## config.mk

```make
export PLATFORM = sky130hd
export DESIGN_NAME = inst_rr_arbiter
export DESIGN_NICKNAME = d
export VERILOG_FILES = /design/src/rtl/inst_noc_pkg.sv /design/src/rtl/rr_priority_sel.sv /design/src/rtl/inst_rr_arbiter.sv
export SDC_FILE = /design/constraint.sdc
export NUM_CORES = 1
export LEC_CHECK = 0
export ABC_AREA = 0
export BUFFER_PORTS_ARGS = -buffer_cell sky130_fd_sc_hd__buf_2
export CAP_MARGIN = 0
export CORE_MARGIN = 1.5
export CORE_UTILIZATION = 53
export CTS_CLUSTER_DIAMETER = 30
export CTS_CLUSTER_SIZE = 16
export DETAILED_ROUTE_END_ITERATION = 10
export PLACE_DENSITY_LB_ADDON = 0.05
export RECOVER_POWER = 25
export REMOVE_ABC_BUFFERS = 1
export SLEW_MARGIN = 20
export SYNTH_ARGS = -nofsm -noshare
export SYNTH_HDL_FRONTEND = slang
export SYNTH_SLANG_ARGS = --single-unit
export TNS_END_PERCENT = 50
```

## constraint.sdc

```tcl
create_clock -name clk -period 5.53 [get_ports clk]
set_input_delay 0.2765 -clock clk [delete_from_list [all_inputs] [get_ports clk]]
set_output_delay 0.2765 -clock clk [all_outputs]
set_load 0.05 [all_outputs]
```

## src/rtl/inst_noc_pkg.sv

```systemverilog
// Shared packet layout for the instruction path between the PE FIFOs and the NoC packetizer.
package inst_noc_pkg;
  localparam int PE_ID_W = 4;
  localparam int INST_W  = 14;
  localparam int PKT_W   = INST_W + PE_ID_W;

  // Field positions inside a packet: PE_node in the low nibble, ifmap(0)/filter(1) flag above it.
  localparam int PE_NODE_LSB = 0;
  localparam int TYPE_BIT    = 4;

  typedef logic [PKT_W-1:0] inst_pkt_t;

  function automatic logic [PE_ID_W-1:0] pkt_pe_node(input inst_pkt_t pkt);
    return pkt[PE_NODE_LSB +: PE_ID_W];
  endfunction
endpackage

```

## src/rtl/rr_priority_sel.sv

```systemverilog
// Combinational round-robin pick: rotate the request vector so ptr sits at bit 0,
// take the lowest set bit, then map the offset back to an absolute port index.
module rr_priority_sel #(
  parameter int NUM_IN = 4,
  parameter int SRC_W  = 2
) (
  input  logic [NUM_IN-1:0] req,
  input  logic [SRC_W-1:0]  ptr,
  output logic [NUM_IN-1:0] gnt_onehot,
  output logic [SRC_W-1:0]  gnt_idx,
  output logic              any_gnt
);
  logic [2*NUM_IN-1:0] dbl;
  logic [NUM_IN-1:0]   rot;
  logic [SRC_W-1:0]    off;
  logic [SRC_W:0]      sum;

  always_comb begin
    dbl = {req, req};
    rot = dbl[ptr +: NUM_IN];
    any_gnt = |req;
    off = '0;
    // Descending scan so the lowest set bit of the rotated vector is the one that sticks.
    for (int i = NUM_IN - 1; i >= 0; i--) begin
      if (rot[i]) off = SRC_W'(i);
    end
    sum = {1'b0, ptr} + {1'b0, off};
    if (sum >= (SRC_W+1)'(NUM_IN)) sum = sum - (SRC_W+1)'(NUM_IN);
    gnt_idx = sum[SRC_W-1:0];
    gnt_onehot = '0;
    if (any_gnt) gnt_onehot[gnt_idx] = 1'b1;
  end
endmodule

```

## src/rtl/inst_rr_arbiter.sv

```systemverilog
// N:1 round-robin arbiter from the per-PE instruction FIFOs into one registered output stage.
// Handshake: a transfer happens on any edge where valid & ready are both 1, on both sides.
module inst_rr_arbiter
  import inst_noc_pkg::*;
#(
  parameter int NUM_IN = 4,
  parameter int PKT_W  = inst_noc_pkg::PKT_W,
  parameter int SRC_W  = $clog2(NUM_IN),
  parameter int CNT_W  = 16
) (
  input  logic                    clk,
  input  logic                    rst,
  input  logic [NUM_IN-1:0]       in_valid,
  input  logic [NUM_IN*PKT_W-1:0] in_data,
  output logic [NUM_IN-1:0]       in_ready,
  output logic                    out_valid,
  output logic [PKT_W-1:0]        out_data,
  output logic [SRC_W-1:0]        out_src,
  input  logic                    out_ready,
  output logic [CNT_W-1:0]        pkt_cnt
);
  logic [SRC_W-1:0]  rr_ptr;
  logic [NUM_IN-1:0] gnt_onehot;
  logic [SRC_W-1:0]  gnt_idx;
  logic              any_gnt;
  logic              load_en;
  logic              grant;
  logic [PKT_W-1:0]  lanes [NUM_IN];

  for (genvar g = 0; g < NUM_IN; g++) begin : g_lane
    assign lanes[g] = in_data[g*PKT_W +: PKT_W];
  end

  rr_priority_sel #(
    .NUM_IN (NUM_IN),
    .SRC_W  (SRC_W)
  ) u_sel (
    .req        (in_valid),
    .ptr        (rr_ptr),
    .gnt_onehot (gnt_onehot),
    .gnt_idx    (gnt_idx),
    .any_gnt    (any_gnt)
  );

  // The register may load when empty or when its current packet leaves this same edge.
  assign load_en  = ~rst & (~out_valid | out_ready);
  assign grant    = load_en & any_gnt;
  assign in_ready = load_en ? gnt_onehot : '0;

  always_ff @(posedge clk) begin
    if (rst) begin
      out_valid <= 1'b0;
      out_data  <= '0;
      out_src   <= '0;
      pkt_cnt   <= '0;
      rr_ptr    <= '0;
    end else begin
      if (out_valid && out_ready) pkt_cnt <= pkt_cnt + 1'b1;
      if (grant) begin
        out_data  <= lanes[gnt_idx];
        out_src   <= gnt_idx;
        out_valid <= 1'b1;
        rr_ptr    <= (gnt_idx == SRC_W'(NUM_IN - 1)) ? '0 : gnt_idx + 1'b1;
      end else if (out_ready) begin
        out_valid <= 1'b0;
      end
    end
  end
endmodule

```

==> results of run 1 <==
power by group through the flow:
stage / clock [uW] / sequential, uW / combinational (uW)
after floorplan: 0 / 633 / 803
after global placement: 0 / 409 / 1270
after detailed placement: 0 / 413 / 1300
after CTS: 292 / 407 / 1300
after global routing: 305 / 418 / 1410
final: 289 / 410 / 1280
through the flow:
stage / hold WS (ns) / utilization / instances / worst slack (ns)
floorplan: 0.346 / - / 370 / 1.54
global placement: 0.431 / 0.666 / 562 / 2.26
detailed placement: 0.437 / 0.666 / 562 / 2.18
CTS: 0.364 / 0.692 / 570 / 1.85
global route: 0.402 / 0.688 / 570 / 1.54
finish: 0.370 / 0.688 / 570 / 1.81
area by class of cell:
| cell class | instances | area share |
|---|---|---|
| clock inverter | 3 | 0.0190 |
| inverter | 5 | 0.00527 |
| timing repair buffer | 122 | 0.168 |
| clock buffer | 5 | 0.0193 |
| sequential | 39 | 0.219 |
| multi-input combinational | 326 | 0.545 |
| tap | 70 | 0.0246 |
cell usage in the layout (no fill, tap or decap), types with 12 or more instances in the layout:
master	count
dfxtp_1	39
mux2_2	36
nor2_1	20
clkbuf_1	17
nor3_1	21
nand2_1	104
buf_2	102
o21ai_1	12
a21oi_1	60
flip-flops by register name, summed over array words and instances, names as in the netlist:
register / count
out_data: 18
pkt_cnt: 16
out_src: 2
rr_ptr: 2
out_valid: 1
worst paths after layout:
path,slack [ns],start,cells after the start,end
max,1.81,rr_ptr[0]$_SDFFE_PP0P_,10,in_ready[3]
min,0.37,in_valid[3],3,out_valid$_SDFFE_PP0P_
max reg2reg,2.18,rr_ptr[0]$_SDFFE_PP0P_,10,rr_ptr[0]$_SDFFE_PP0P_
min reg2reg,0.45,out_data[0]$_SDFFE_PP0P_,2,out_data[0]$_SDFFE_PP0P_
critical path, cell delays in order (launching register included):
cell and delay, ns:
dfxtp_1 0.52, nor2_1 0.11, a221oi_1 0.36, o221ai_1 0.18
ha_1 0.31, xnor2_4 0.75, nor3_2 0.12, or2_1 0.27
ha_1 0.19, and3_1 0.14, buf_2 0.20
cells by family after synthesis:
group | synth area share
simple gates | 0.277
fa+ha+maj | 0.0173
buf+inv | 0.0648
flops | 0.270
mux | 0.140
xor+xnor | 0.0505
compound gates | 0.181
routing by layer:
metal | routed length [um] | vias to the layer above | GRT usage
li1 | - | 1569 | -
met3 | 371 | 4 | 0.0345
met2 | 3850 | 101 | 0.465
met4 | 61 | 0 | 0.0889
met1 | 3230 | 1445 | 0.309
met5 | 0 | - | 0
==> summary.txt, run 1 <==
Run status
  – Status: completed

Critical path
  – CP endpoint kind: output pin
  – CP required: 5.25 ns
  – Startpoint Class: register
  – Critical path class: register to output pin
  – Crit-path max FO: 37
  – Critical path arrival: around 3.4 ns

Yosys
  – Post-synthesis sequential area ratio: 0.270
  – Post-synthesis average cell area: 7.30 um^2
  – Post-synth top cells: 104 x nand2_1, 60 x a21oi_1, 39 x dfxtp_1
  – Top FF cell, synth: dfxtp_1
  – Mapped Cells: 397
  – Synthesized cell area: 2900 um^2
  – #FFs+latches synth: 39
  – Unique cell type count in the Yosys netlist: 45
  – Number of flops mapped to enable cells by yosys: 0
  – Async set-reset flop share out of synthesis: 0
  – Ys Warns: 0
  – Cells taking the most area after synthesis: dfxtp_1 27%, mux2_2 14%, nand2_1 13%, a21oi_1 10%, nor3_1 3.6%
  – Yosys top cell area share: 0.270
  – Most frequent cell after synthesis: nand2_1
  – Cell accounting for the most synthesized area: dfxtp_1

Drt
  – TritonRoute pass-1 iters: 5
  – WL/cell: 13.2 um
  – Total wire length: 7.51 mm
  – Post-route DRC: 0
  – Vias per inst: 5.47
  – Starting DRC count in detailed routing: 183
  – Routed Antenna Nets: 0
  – DR vias: 3119

GRT
  – First-pass GRT wire length: ~13 mm
  – GRT Total Usage: 0.257
  – Pin count of the biggest net entering global routing: 42
  – Vias in the first global route: 2837
  – Initial antenna violation count: 0
  – Remaining global-route overflow: 0

Die
  – Core region area: roughly 5200 um^2
  – Row count: 26
  – Die width: 76.9 um
  – Die area: 5920 um^2
  – IO Pins: 120
  – Starting Density: 0.560
  – Die H: 76.9 um

Min path
  – Worst hold path class: input port to register

Place
  – Hpwl dp: 5.26 mm
  – Port Buffer Count: 119
  – Placed cell area: 3440 um^2
  – Routability Congestion: 0.800

Clock tree
  – Total CTS buffers: 5
  – Skew-Pair Late Insertion Delay: 0.29 ns
  – Hold-fix buffers, CTS: 0
  – CTS root buf: clkbuf_8
  – PostCTS Resize Cnt: 0
  – Clock sink count: 39
  – Number of setup buffers added after CTS: 0
  – Clock tree from TritonCTS: yes
  – Worst-path clk slew: 0.08 ns
  – H-tree depth: 2
  – Clock buffer depth: 2

Power and ir drop
  – Pleak: approximately 0.0016 uW
  – Comb pwr share: 0.648
  – Net load switching power: 981 uW
  – Net Sw Frac: 0.495
  – Max VDD drop: roughly 0.00035 V
  – Sequential power share: 0.207
  – Clock power frac: 0.146
  – PwrDens: 557 nW/um^2
  – Total power: 1980 uW
  – Internal: 1000 uW

Timing
  – Final Hold Fails: 0
  – RSZ-0062 raised after global routing: false
  – Peak Freq: 0.269 GHz
  – Setup Skew: 0.00399 ns
  – Min cycle time layout: 3.72 ns
  – Final setup viols: 0
  – Final TNS setup: 0 ns
  – Final count of pins violating max slew: 0
  – Tcrit/Tclk final: 0.672
  – Relative slew slack: 0.288
  – Measured slew at the worst slew-check pin: 1.07 ns

Job
  – Max Cap Viol: 0

Final layout
  – Area Overhead vs Synth: 22.9%
  – Multi-input gate area: a little under 2000 um^2
  – Register Area: 781 um^2
  – Post-route cell area: ~3600 um^2
  – Layout cells sized above 1: 0.320
  – Ant. Diodes: 0
  – Net count, final: around 580
  – Filler instances: 482
Note: power is estimated with default switching activity, not from simulation.
==> run 2, diff against run 1 <==
CORE_UTILIZATION = 44   (was 53)
clock period = 3 ns   (was 5.53 ns; I/O delays follow)
==> run 2 against run 1 <==
Critical path type unchanged. Largest cell class unchanged. Non-clock buffer count increased by 7. Critical path depth decreased by 1. Routed wire length increased by 3.4%. Highest routed layer unchanged.
==> summary.txt, run 2 (synthesis results as in run 1) <==
Timing
  – Final count of pins violating max slew: 0 (unchanged)
  – Peak Freq: around 0.36 GHz
  – Min cycle time layout: about 2.7 ns
  – Relative slew slack: 0.559 (+0.270)
  – Final Hold Fails: 0 (unchanged)
  – Final setup viols: 0 (unchanged)
  – Measured slew at the worst slew-check pin: 0.665 ns (-0.402 ns)
  – Setup Skew: 0.00548 ns (+0.00149 ns)
  – RSZ-0062 raised after global routing: false
  – Tcrit/Tclk final: 0.916

GRT
  – Vias in the first global route: 2796 (-1.4%)
  – Met3 GRT Util: 0.0462 (+0.0117)
  – Grt met1 use: 0.274 (-0.0351)
  – GRT Total Usage: 0.215 (-0.0422)
  – First-pass GRT wire length: 12.7 mm (+0.66%)
  – Met2 Resource Use GR: 0.374 (-0.0908)
  – GR peak layer: met2
  – Remaining global-route overflow: 0 (unchanged)
  – Pin count of the biggest net entering global routing: 39 (-7.1%)
  – Initial antenna violation count: 0 (unchanged)

Power and ir drop
  – Clock power frac: 0.141 (-0.005)
  – Total power: 3730 uW (+88%)
  – Internal: 1900 uW (+89%)
  – Max VDD drop: 0.000543 V (+55%)
  – Net Sw Frac: 0.492 (-0.00328)
  – PwrDens: 1030 nW/um^2 (+84%)
  – Pleak: 0.00163 uW (+2.1%)
  – Comb pwr share: 0.661 (+0.013)
  – Net load switching power: 1830 uW (+87%)
  – Sequential power share: 0.198 (-0.009)

Critical path
  – CP required: 2.85 ns (-2.40 ns)
  – CP max stage delay: 0.40 ns (-0.35 ns)
  – Slowest CP cell: o311a_2
  – Worst-path cell chain: o311a_2, o221ai_1, ha_2, xnor2_4, nor3_2, or2_1, ha_1, and3_1, buf_2
  – Startpoint Class: register
  – CP endpoint kind: output pin
  – CP top delay family: compound AO/OA/AOI/OAI gates
  – Critical path class: register to output pin
  – WP buf/inv: 1 (unchanged)
  – Critical path arrival: 2.60 ns (-0.84 ns)
  – Crit-path max FO: 11 (-70%)

Clock tree
  – CTS root buf: clkbuf_8
  – Skew-Pair Late Insertion Delay: 0.29 ns (about the same)
  – Number of setup buffers added after CTS: 0 (unchanged)
  – H-tree depth: 2 (unchanged)
  – Clock buffer depth: 2 (unchanged)
  – Total CTS buffers: 5 (unchanged)
  – Worst-path clk slew: 0.08 ns (about the same)
  – Clock tree from TritonCTS: yes
  – Clock sink count: 39 (unchanged)

Drt
  – DR vias: 3113 (-0.19%)
  – Routed Antenna Nets: 0 (unchanged)
  – TritonRoute pass-1 iters: 4 (-1)
  – Post-route DRC: 0 (unchanged)
  – Starting DRC count in detailed routing: 79 (-57%)
  – Total wire length: 7.77 mm (+3.4%)
  – WL/cell: 13.3 um (+0.90%)
  – Vias per inst: 5.33 (-2.6%)

Die
  – Die area: 7080 um^2 (+20%)
  – Starting Density: 0.456 (-0.104)
  – IO Pins: 120 (unchanged)
  – Die H: 84.1 um (+9.4%)
  – Die width: 84.1 um (+9.4%)
  – Core region area: 6350 um^2 (+23%)
  – Row count: 29 (+12%)

Final layout
  – Biggest register: out_data
  – Most frequent cells in the layout: 104 x nand2_1, 102 x buf_2, 60 x a21oi_1
  – Filler instances: 633 (+31%)
  – Ant. Diodes: 0 (unchanged)
  – Top flop regs: out_data x18, pkt_cnt x16
  – Commonest non-fill, non-tap cell in the layout: nand2_1
  – Net count, final: 589 (+1.2%)
  – Non-Filler Instances: 584 (+2.5%)
  – Number of flip-flops in the largest register: 18 (unchanged)
  – Area Overhead vs Synth: 25.5%
  – Layout cells sized above 1: 0.333 (+0.0133)

Place
  – Hpwl dp: 5.36 mm (+1.8%)
  – Routability Congestion: 0.778 (-2.7%)
  – Placed cells: 576 (+2.5%)
  – Port Buffer Count: 119 (unchanged)

Run status
  – Status: completed

Min path
  – Worst hold path class: input port to register

Job
  – Max Cap Viol: 0 (unchanged)
[run 2: cell types whose count changed in the layout (fill, tap and decap cells not counted), sizes merged]
cell | before | now
buf | 105 | 112
[run 2: power groups by stage]
| stage | combinational, uW | clock, uW | sequential, uW |
|---|---|---|---|
| floorplan | 1480 | 0 | 1170 |
| global placement | 2470 | 0 | 742 |
| detailed placement | 2500 | 0 | 746 |
| CTS | 2500 | 538 | 734 |
| global route | 2700 | 557 | 758 |
| finish | 2460 | 527 | 739 |
[run 2: path summary, 6_finish.rpt]
| path | start | end | cells past startpoint | slack [ns] |
|---|---|---|---|---|
| worst min register to register | out_data[11]$_SDFFE_PP0P_ | out_data[11]$_SDFFE_PP0P_ | 2 | 0.45 |
| worst min-delay path | out_ready | out_valid$_SDFFE_PP0P_ | 3 | 0.27 |
| worst max register to register | rr_ptr[0]$_SDFFE_PP0P_ | rr_ptr[0]$_SDFFE_PP0P_ | 9 | 0.50 |
| worst max-delay path | rr_ptr[0]$_SDFFE_PP0P_ | in_ready[3] | 9 | 0.25 |
[run 2: timing repair]
action / in CTS / in global routing
endpoints found under the hold margin: 0 / 0
resized for setup: 0 / 1
endpoints found under the setup margin: 0 / 3
hold buffers: 0 / 0
[run 2: worst reg2reg max path: stages (launching register included)]
cell      delay [ns]
dfxtp_2         0.38
o311a_2         0.40
o221ai_1        0.17
ha_2            0.32
xor2_4          0.17
a21oi_2         0.06
or2_1           0.26
ha_1            0.19
or3_1           0.34
a21oi_1         0.13
[run 2: layer usage]
layer,share of wire,vias to the layer above
li1,-,1589
met2,0.46,93
met1,0.46,1426
met4,0.0086,0
met5,0,-
met3,0.062,5
[run 2: per-stage QoR]
step                setup slack [ns]  utilization  cell area [um^2]  TNS [ns]  hold WS [ns]
floorplan                     -0.867            -              2730     -1.93         0.219
global placement               0.448        0.554              3520         0         0.431
detailed placement             0.399        0.554              3520         0         0.437
CTS                            0.148        0.576              3660         0         0.256
global route                  0.0623        0.573              3640         0         0.282
finish                         0.252        0.573              3640         0         0.270
[run 2: area by class of cell]
cell class	instances	area, um^2	share of cell area
Sequential cell	39	782	0.215
Tap cell	77	96.3	0.0265
Multi-Input combinational cell	326	1950	0.537
Clock buffer	5	68.8	0.0189
Clock inverter	3	67.6	0.0186
Inverter	5	18.8	0.00516
Timing Repair Buffer	129	649	0.179
